**src/rtl/mpc_pkg.sv**
```systemverilog
`default_nettype none
// +----------------------------------------------------------------------+
// | mpc_pkg : shared constants, FSM states and length helpers for the    |
// |           multi-port packet cache port controllers.  Rev 1.0         |
// +----------------------------------------------------------------------+
package mpc_pkg;

   localparam int WORD_BYTES    = 4;
   localparam int WORDS_PER_BLK = 16;
   localparam int BLK_BYTES     = WORD_BYTES * WORDS_PER_BLK;

   // Header word layout: len in the low bits, dest directly above it.
   localparam int HDR_LEN_LSB   = 0;

   // Working width of the helper functions; callers size-cast in and out.
   localparam int LEN_FN_W      = 16;

   typedef enum logic [1:0] {
      S_IDLE     = 2'd0,
      S_WAIT_BLK = 2'd1,
      S_WRITE    = 2'd2,
      S_DROP     = 2'd3
   } ic_state_e;

   // Beats in a packet including the header word: ceil((len + 4) / 4).
   function automatic logic [LEN_FN_W-1:0] beats_of(input logic [LEN_FN_W-1:0] len);
      beats_of = (len + LEN_FN_W'(2 * WORD_BYTES - 1)) / LEN_FN_W'(WORD_BYTES);
   endfunction

   // Cache blocks occupied by a packet including the header word.
   function automatic logic [LEN_FN_W-1:0] blocks_of(input logic [LEN_FN_W-1:0] len);
      blocks_of = (len + LEN_FN_W'(WORD_BYTES + BLK_BYTES - 1)) / LEN_FN_W'(BLK_BYTES);
   endfunction

endpackage
`default_nettype wire

```
**src/rtl/input_ctrl.sv**
```systemverilog
`default_nettype none
// +----------------------------------------------------------------------+
// | input_ctrl : write-side port controller; packs a framed word stream  |
// |              into cache blocks and enqueues each filled block.  Rev 1.0 |
// +----------------------------------------------------------------------+
module input_ctrl #(
   parameter int PORTNUM        = 16,
   parameter int BLK_ADDR_WIDTH = 10,
   parameter int LEN_WIDTH      = 10,
   parameter int DATA_WIDTH     = 32,
   parameter int WORDS_PER_BLK  = 16
) (
   input  logic                                            i_clk,
   input  logic                                            i_rst_n,
   input  logic [DATA_WIDTH-1:0]                           i_data,
   input  logic                                            i_data_vld,
   input  logic                                            i_sop,
   input  logic                                            i_eop,
   output logic                                            o_data_rdy,
   output logic                                            o_blk_req,
   input  logic [BLK_ADDR_WIDTH-1:0]                       i_blk_addr,
   input  logic                                            i_blk_addr_vld,
   output logic                                            o_wr_en,
   output logic [BLK_ADDR_WIDTH+$clog2(WORDS_PER_BLK)-1:0] o_wr_addr,
   output logic [DATA_WIDTH-1:0]                           o_wr_data,
   output logic                                            o_enq_vld,
   output logic [$clog2(PORTNUM)-1:0]                      o_enq_port,
   output logic [BLK_ADDR_WIDTH-1:0]                       o_enq_addr,
   output logic                                            o_enq_last,
   output logic                                            o_len_err
);
   import mpc_pkg::*;

   localparam int c_DEST_W   = $clog2(PORTNUM);
   localparam int c_OFF_W    = $clog2(WORDS_PER_BLK);
   localparam int c_CNT_W    = LEN_WIDTH + 1;
   localparam int c_DEST_LSB = HDR_LEN_LSB + LEN_WIDTH;
   localparam int c_WADDR_W  = BLK_ADDR_WIDTH + c_OFF_W;

   ic_state_e                 r_state,     w_state_nxt;
   logic [BLK_ADDR_WIDTH-1:0] r_blk,       w_blk_nxt;
   logic [c_OFF_W-1:0]        r_wcnt,      w_wcnt_nxt;
   logic [c_CNT_W-1:0]        r_bcnt,      w_bcnt_nxt;
   logic [c_CNT_W-1:0]        r_exp,       w_exp_nxt;
   logic [c_DEST_W-1:0]       r_dest,      w_dest_nxt;

   logic                      r_wr_en,     w_wr_en_nxt;
   logic [c_WADDR_W-1:0]      r_wr_addr,   w_wr_addr_nxt;
   logic [DATA_WIDTH-1:0]     r_wr_data,   w_wr_data_nxt;
   logic                      r_enq_vld,   w_enq_vld_nxt;
   logic [c_DEST_W-1:0]       r_enq_port,  w_enq_port_nxt;
   logic [BLK_ADDR_WIDTH-1:0] r_enq_addr,  w_enq_addr_nxt;
   logic                      r_enq_last,  w_enq_last_nxt;
   logic                      r_len_err,   w_len_err_nxt;

   logic [c_CNT_W-1:0]        w_bcnt_inc;
   logic                      w_last_beat;
   logic                      w_blk_end;

   assign o_data_rdy  = (r_state == S_WRITE) || (r_state == S_DROP);
   assign o_blk_req   = (r_state == S_WAIT_BLK);

   assign w_bcnt_inc  = r_bcnt + c_CNT_W'(1);
   assign w_last_beat = (w_bcnt_inc == r_exp);
   assign w_blk_end   = (r_wcnt == c_OFF_W'(WORDS_PER_BLK - 1));

   always_ff @(posedge i_clk or negedge i_rst_n) begin
      if (!i_rst_n) begin
         r_state    <= S_IDLE;
         r_blk      <= '0;
         r_wcnt     <= '0;
         r_bcnt     <= '0;
         r_exp      <= '0;
         r_dest     <= '0;
         r_wr_en    <= 1'b0;
         r_wr_addr  <= '0;
         r_wr_data  <= '0;
         r_enq_vld  <= 1'b0;
         r_enq_port <= '0;
         r_enq_addr <= '0;
         r_enq_last <= 1'b0;
         r_len_err  <= 1'b0;
      end else begin
         r_state    <= w_state_nxt;
         r_blk      <= w_blk_nxt;
         r_wcnt     <= w_wcnt_nxt;
         r_bcnt     <= w_bcnt_nxt;
         r_exp      <= w_exp_nxt;
         r_dest     <= w_dest_nxt;
         r_wr_en    <= w_wr_en_nxt;
         r_wr_addr  <= w_wr_addr_nxt;
         r_wr_data  <= w_wr_data_nxt;
         r_enq_vld  <= w_enq_vld_nxt;
         r_enq_port <= w_enq_port_nxt;
         r_enq_addr <= w_enq_addr_nxt;
         r_enq_last <= w_enq_last_nxt;
         r_len_err  <= w_len_err_nxt;
      end
   end

   always_comb begin
      w_state_nxt    = r_state;
      w_blk_nxt      = r_blk;
      w_wcnt_nxt     = r_wcnt;
      w_bcnt_nxt     = r_bcnt;
      w_exp_nxt      = r_exp;
      w_dest_nxt     = r_dest;
      w_wr_en_nxt    = 1'b0;
      w_wr_addr_nxt  = r_wr_addr;
      w_wr_data_nxt  = r_wr_data;
      w_enq_vld_nxt  = 1'b0;
      w_enq_port_nxt = r_enq_port;
      w_enq_addr_nxt = r_enq_addr;
      w_enq_last_nxt = r_enq_last;
      w_len_err_nxt  = 1'b0;

      case (r_state)
         S_IDLE: begin
            // The header stays on the bus here; it is consumed as word 0 in S_WRITE.
            if (i_data_vld) begin
               if (i_sop) begin
                  w_dest_nxt  = i_data[c_DEST_LSB +: c_DEST_W];
                  w_exp_nxt   = c_CNT_W'(beats_of(LEN_FN_W'(i_data[HDR_LEN_LSB +: LEN_WIDTH])));
                  w_bcnt_nxt  = '0;
                  w_state_nxt = S_WAIT_BLK;
               end else begin
                  w_state_nxt = S_DROP;
               end
            end
         end

         S_WAIT_BLK: begin
            if (i_blk_addr_vld) begin
               w_blk_nxt   = i_blk_addr;
               w_wcnt_nxt  = '0;
               w_state_nxt = S_WRITE;
            end
         end

         S_WRITE: begin
            if (i_data_vld) begin
               w_wr_en_nxt   = 1'b1;
               w_wr_addr_nxt = {r_blk, r_wcnt};
               w_wr_data_nxt = i_data;
               w_bcnt_nxt    = w_bcnt_inc;
               w_wcnt_nxt    = r_wcnt + c_OFF_W'(1);
               if (i_eop || w_last_beat) begin
                  // Closing takes priority over a full block, so a packet ending
                  // on word 15 never requests a spare block.
                  w_enq_vld_nxt  = 1'b1;
                  w_enq_port_nxt = r_dest;
                  w_enq_addr_nxt = r_blk;
                  w_enq_last_nxt = 1'b1;
                  w_len_err_nxt  = i_eop ^ w_last_beat;
                  w_state_nxt    = i_eop ? S_IDLE : S_DROP;
               end else if (w_blk_end) begin
                  w_enq_vld_nxt  = 1'b1;
                  w_enq_port_nxt = r_dest;
                  w_enq_addr_nxt = r_blk;
                  w_enq_last_nxt = 1'b0;
                  w_state_nxt    = S_WAIT_BLK;
               end
            end
         end

         S_DROP: begin
            if (i_data_vld && i_eop) begin
               w_state_nxt = S_IDLE;
            end
         end

         default: w_state_nxt = S_IDLE;
      endcase
   end

   assign o_wr_en    = r_wr_en;
   assign o_wr_addr  = r_wr_addr;
   assign o_wr_data  = r_wr_data;
   assign o_enq_vld  = r_enq_vld;
   assign o_enq_port = r_enq_port;
   assign o_enq_addr = r_enq_addr;
   assign o_enq_last = r_enq_last;
   assign o_len_err  = r_len_err;

endmodule
`default_nettype wire

```
**config.mk**
```make
export PLATFORM = sky130hd
export DESIGN_NAME = input_ctrl
export DESIGN_NICKNAME = d
export VERILOG_FILES = /design/src/rtl/mpc_pkg.sv /design/src/rtl/input_ctrl.sv
export SDC_FILE = /design/constraint.sdc
export NUM_CORES = 1
export LEC_CHECK = 0
export ABC_AREA = 1
export BUFFER_PORTS_ARGS = -buffer_cell sky130_fd_sc_hd__clkbuf_2
export CORE_MARGIN = 2
export CORE_UTILIZATION = 35
export CTS_CLUSTER_DIAMETER = 150
export DETAILED_ROUTE_END_ITERATION = 6
export HOLD_SLACK_MARGIN = 0.15
export PLACE_DENSITY = 0.62
export SLEW_MARGIN = 25
export SYNTH_ARGS = -nofsm -noshare
export SYNTH_HDL_FRONTEND = slang
export SYNTH_SLANG_ARGS = --single-unit
```
**constraint.sdc**
```tcl
create_clock -name i_clk -period 2.6 [get_ports i_clk]
set_input_delay 0.39 -clock i_clk [delete_from_list [all_inputs] [get_ports i_clk]]
set_output_delay 0.39 -clock i_clk [all_outputs]
set_load 0.005 [all_outputs]
```
# [After elaboration in Yosys (flattened, before gate mapping)]
# Index checks and enable logic that the tools add are counted.
# W data, S select, Z words.
[totals] regBits=106
[op_classes] addsub=3 eq_ne=11 mux=31 bitwise_logic=1 reduce_logical=14
[op_table] operator="$mux W11" count=3
[op_table] operator="$pmux W11 S2" count=1
[op_table] operator="$mux W10" count=2
[op_table] operator="$mux W2" count=8
[op_table] operator="$mux W4" count=4
[op_table] operator="$add A10 B3 Y11 const B" count=1
[op_table] operator="$add A11 B1 Y11 const B" count=1
[op_table] operator="$eq A11 B11 Y1" count=1
[op_table] operator="$mux W1" count=11
[op_table] operator="$reduce_and A3 Y1" count=3
[op_table] operator="$pmux W2 S4" count=1
[op_table] operator="$pmux W4 S2" count=1
[op_table] operator="$ne A2 B2 Y1 const B" count=3
[op_table] operator="$reduce_bool A2 Y1" count=3
[op_table] operator="$reduce_and A5 Y1" count=1
[op_table] operator="$add A4 B1 Y4 const B" count=1
[op_table] operator="$eq A2 B2 Y1 const B" count=2
[op_table] operator="$eq A4 B4 Y1 const B" count=1
[op_table] operator="$ne A2 B1 Y1 const B" count=2
[op_table] operator="$reduce_and A2 Y1" count=2
[op_table] operator="$reduce_and A4 Y1" count=1
[op_table] operator="$ne A3 B2 Y1 const B" count=1
[op_table] operator="$eq A2 B1 Y1 const B" count=1
[op_table] operator="$logic_not A2 Y1" count=1
[op_table] operator="3 further kinds" count=4

# [Logic depth before layout (Yosys ltp)]
[logic_depth] word_depth=6 mapped_depth=19 depth_no_buf=18

# [Least setup slack after synthesis]
# No wires, ideal clock.
[synth_path] kind="register to register" startpoint="reg r_bcnt[0]" endpoint="reg r_enq_addr[2] (netlist: o_enq_addr[2])" setup_time_ns=0.116 arrival_time_ns=2.141 t_required_ns=2.484 setup_slack_ns=0.342 stages_incl_launch_ff=20 period_less_slack_ns=2.258 path_cell_list="dfrtp_1 ha_1 nand2_1 inv_1 nand2_1 nand2_1 nand2_1 nand2_1 nor2_1 nand3_1 nor2_1 nand2_1 ha_1 nand2_1 inv_1 nor2_4 inv_2 buf_2 nand2_1 nand2_1"
[synth_between] elab_chain_len=5 word_cells_on_any_way=6
[synth_lines] item="from (decl)" line_no="input_ctrl.sv:43" rtl="logic [c_CNT_W-1:0] r_bcnt, w_bcnt_nxt;"
[synth_lines] item="from (signal assigned)" line_no="input_ctrl.sv:87" rtl="r_bcnt <= w_bcnt_nxt;"
[synth_lines] item="$add A11 B1 Y11 (*)" line_no="input_ctrl.sv:63" rtl="assign w_bcnt_inc = r_bcnt + c_CNT_W'(1);"
[synth_lines] item="$eq A11 B11 Y1 (*)" line_no="input_ctrl.sv:64" rtl="assign w_last_beat = (w_bcnt_inc == r_exp);"
[synth_lines] item="$logic_or A1 B1 Y1 (*)" line_no="input_ctrl.sv:147" rtl="if (i_eop || w_last_beat) begin"
[synth_lines] item="$reduce_bool A2 Y1 (no line)"
[synth_lines] item="$reduce_and A3 Y1 (no line)"
[synth_lines] item="to (signal assigned)" line_no="input_ctrl.sv:95" rtl="r_enq_addr <= w_enq_addr_nxt;"
[synth_lines] item="to (decl)" line_no="input_ctrl.sv:52" rtl="logic [BLK_ADDR_WIDTH-1:0] r_enq_addr, w_enq_addr_nxt;"
# Mark *: on every way between the ends. The rest lies on a longest branch, timed or not.
# A chain may end at the register's enable or synchronous reset.

# [Worst setup path in the final report]
[layout_path] startpoint="reg r_bcnt[1]" endpoint="reg r_enq_last (netlist: o_enq_last)"
[layout_between] elab_chain_len=5 word_cells_on_any_way=6
[layout_lines] item="$add A11 B1 Y11 (*)" line_no="input_ctrl.sv:63"
[layout_lines] item="$eq A11 B11 Y1 (*)" line_no="input_ctrl.sv:64"
[layout_lines] item="$logic_or A1 B1 Y1 (*)" line_no="input_ctrl.sv:147"
[layout_lines] item="$reduce_bool A2 Y1 (no line)"
[layout_lines] item="$reduce_and A3 Y1 (no line)"
[layout_lines] item="to (signal assigned)" line_no="input_ctrl.sv:96" rtl="r_enq_last <= w_enq_last_nxt;"
[layout_lines] item="to (decl)" line_no="input_ctrl.sv:53" rtl="logic r_enq_last, w_enq_last_nxt;"
# Marks and branches as above.

==> flow_metrics.py <==
metrics = {
    "status": {
        "status": "complete, no violations",
    },
    "global_routing": {
        "grt_pass1_vias": 4036,
        "antenna_found_initial": 0,
        "grt_max_degree": 66,
        "grt_pass1_wl_um": 19500,
        "overflow": 0,
        "grt.total_usage_pct": 17.0,
    },
    "critical_path": {
        "crit_top_cell": "nand2_1",
        "crit_path_cell_trace": "ha_2 -> nand2_2 -> inv_1 -> nand2_1 -> nor2_1 -> nand3_1 -> nand2_1 -> nand3_1 -> nor2_1 -> nand2_1 -> ha_1 -> nand2_1 -> inv_1 -> nor2_4 -> inv_4 -> nand2_1 -> o21ai_0",
        "critPathMaxStageDelay_ps": 390,
        "crit_path_end_kind": "flop",
        "path_delay_family": "simple AND/OR/NAND/NOR gates",
        "cp_max_fo": 16,
        "rrSetupSlack_ps": 250,
        "slowest_stage": "dfrtp_1",
        "path_buf_inv": 3,
        "start_kind": "flop",
        "crit_type": "flop to flop",
        "critical_path_arrival_ps": 2560,
        "worstPathRequired_ps": 2810,
    },
    "logic_synthesis": {
        "synth-seq-cells": 104,
        "ys_warn_count": 0,
        "synth_cell_type_count": 25,
        "syn_nets": 613,
        "syn_area_um2": 4640,
        "syn-instance-count": 561,
        "ys_seq_area_share_pct": 56.1,
        "syn_area_per_cell_um2": 8.26,
    },
    "cts": {
        "clk_path_buf_depth": 2,
        "cts-root-buf": "clkbuf_16",
        "tritoncts": "built",
        "cts_sinks": 104,
        "cts_max_level": 3,
        "cts.clk_slew.worst_paths_ps": 70,
        "cts_setup_buffers": 0,
        "clk_latency_ps": 340,
        "numCtsBuffers": 9,
    },
    "sta": {
        "setup_ws_ps": 248,
        "slew_headroom_pct": 63.1,
        "final_max_slew_viol_count": 0,
        "setup_violations": 0,
        "hold_violations": 0,
        "layout_min_cycle_time_ps": 2350,
        "min_period_over_period_pct": 90.5,
        "fin_skew_ps": 7.58,
        "rsz0062_at_grt": "true",
        "fmax_mhz": 425,
        "tightest_slew_ps": 554,
        "tns_ps": 0,
    },
    "finish": {
        "num_antenna_cells": 0,
        "drive_gt1_share_pct": 23.9,
        "fill_cells": 1338,
        "area_growth_pct": 22.5,
        "final_area_um2": 5680,
        "final_nets": 726,
        "instances_no_fill": 855,
    },
    "detailed_routing": {
        "route.detailed.drc": 0,
        "dr.pass1.iters": 5,
        "via_per_inst": 4.76,
        "wl_um": 11500,
        "detail-route-antenna-nets": 0,
        "drtIter0Drc": 144,
        "via_count": 4066,
        "wl_per_cell_um": 13.4,
    },
    "run": {
        "maxCapViolCount": 0,
    },
    "placement": {
        "hpwl_um": 8180,
        "numPortBuffers": 113,
        "dp_slack_ps": 217,
        "post_dp_cell_area_um2": 5370,
        "place_congestion": 0.861,
        "dp.cells": 838,
    },
    "die": {
        "start_util_pct": 35.4,
        "core-area_um2": 13100,
        "dieArea_um2": 14200,
        "die_h_um": 119,
        "fp.dieW_um": 119,
        "io_pins": 114,
        "rows": 42,
    },
    "pwr": {
        "cellPowerDensity_nw_per_um2": 1070,
        "p_total_mw": 6.07,
        "power.leakage_nw": 3.10,
        "vdd.ir_drop.worst_v": 0.000416,
    },
    "hold_path": {
        "hold_path.class": "primary input to flop",
    },
}
layout by cell type, fill, tap and decap left out, drive strengths merged, types with 2 or more instances in the layout:
master	count
a21oi	5
buf	7
clkbuf	122
clkinv	3
dfrtp	104
ha	4
inv	47
mux2	10
nand2	263
nand3	35
nand3b	2
nor2	37
o21ai	24
o22ai	10
what timing repair did:
item | in CTS | in global routing
resized for setup | 0 | 9
endpoints found under the hold margin | 39 | 0
hold buffers | 1 | 0
endpoints found under the setup margin | 0 | 17
synthesized netlist by cell type:
| master | count | share of area (%) |
|---|---|---|
| clkinv_4 | 1 | 0.19 |
| o21ai_0 | 22 | 2.4 |
| ha_1 | 4 | 1.1 |
| nor2_2 | 3 | 0.40 |
| nand2_1 | 260 | 21 |
| nand3b_1 | 2 | 0.32 |
| o22ai_1 | 10 | 1.3 |
| o21bai_1 | 1 | 0.16 |
| clkinv_1 | 1 | 0.081 |
| o21ai_1 | 2 | 0.22 |
| nor2_4 | 2 | 0.49 |
| clkbuf_1 | 5 | 0.40 |
| nand2_2 | 3 | 0.40 |
| dfrtp_1 | 104 | 56 |
| mux2_2 | 10 | 2.4 |
| inv_1 | 40 | 3.2 |
| o31ai_1 | 1 | 0.16 |
| nand4_1 | 1 | 0.14 |
| buf_2 | 8 | 0.86 |
| nor2_1 | 32 | 2.6 |
| a31oi_1 | 1 | 0.14 |
| nand3_1 | 35 | 3.8 |
| a21oi_1 | 5 | 0.54 |
| buf_6 | 5 | 1.2 |
| inv_2 | 3 | 0.24 |
where the power goes:
part	switching (mW)	total, mW	leakage, nW	internal, mW
Clock	0.630	1.30	0.136	0.666
Sequential	0.465	2.75	1.32	2.29
Combinational	1.15	2.02	1.65	0.868
Total	2.25	6.07	3.10	3.82
stage by stage:
stage               utilization, %  hold slack [ps]
floorplan                        -             94.4
global placement              41.0              411
detailed placement            41.0              413
CTS                           43.2              233
global route                  43.4              239
finish                        43.4              237
layout make-up:
cell class / instances / area [um^2] / share of cell area (%)
tap: 176 / 220 / 3.88
multi-input combinational: 394 / 1760 / 31.0
inverter: 45 / 176 / 3.11
clock buffer: 10 / 229 / 4.03
clock inverter: 6 / 50.0 / 0.882
timing repair buffer: 120 / 639 / 11.3
sequential: 104 / 2600 / 45.8
worst paths after layout:
| kind | end | from | depth (start not counted) |
|---|---|---|---|
| worst max-delay path | o_enq_last$_DFFE_PN0P_ | r_bcnt[1]$_DFFE_PN0P_ | 17 |
| worst min-delay path | o_wr_data[27]$_DFFE_PN0P_ | i_data[27] | 3 |
| worst max register to register | o_enq_last$_DFFE_PN0P_ | r_bcnt[1]$_DFFE_PN0P_ | 17 |
| worst min register to register | o_enq_port[2]$_DFFE_PN0P_ | o_enq_port[2]$_DFFE_PN0P_ | 2 |
| max in group asynchronous | o_wr_addr[5]$_DFFE_PN0P_ | i_rst_n | 3 |
| min in group asynchronous | o_wr_data[9]$_DFFE_PN0P_ | i_rst_n | 2 |
per-layer routing:
metal	share of wire (%)	GRT usage [%]	wire, um	vias to the layer above
li1	-	-	-	1984
met4	1.9	5.80	222	0
met5	0	0	0	-
met2	48	28.4	5500	122
met1	45	21.7	5130	1944
met3	5.4	4.02	616	16
cell families after synthesis:
kind of cell / synth area share, %
simple gates: 29.2
fa+ha+maj: 1.08
buf+inv: 6.23
flops: 56.1
compound gates: 4.94
mux: 2.43
state kept, by name (all words and copies together) (netlist names):
signal	count
o_enq_addr	10
o_enq_last	1
o_enq_port	4
o_enq_vld	1
o_len_err	1
o_wr_addr	14
o_wr_data	32
o_wr_en	1
r_bcnt	11
r_blk	10
r_dest	4
r_exp	9
r_state	2
r_wcnt	4
worst min-delay path: cells and delay by family:
family        cells  cell delay, ps
buf+inv           1              70
simple gates      2              80
Power figures use the tool's default switching activity.
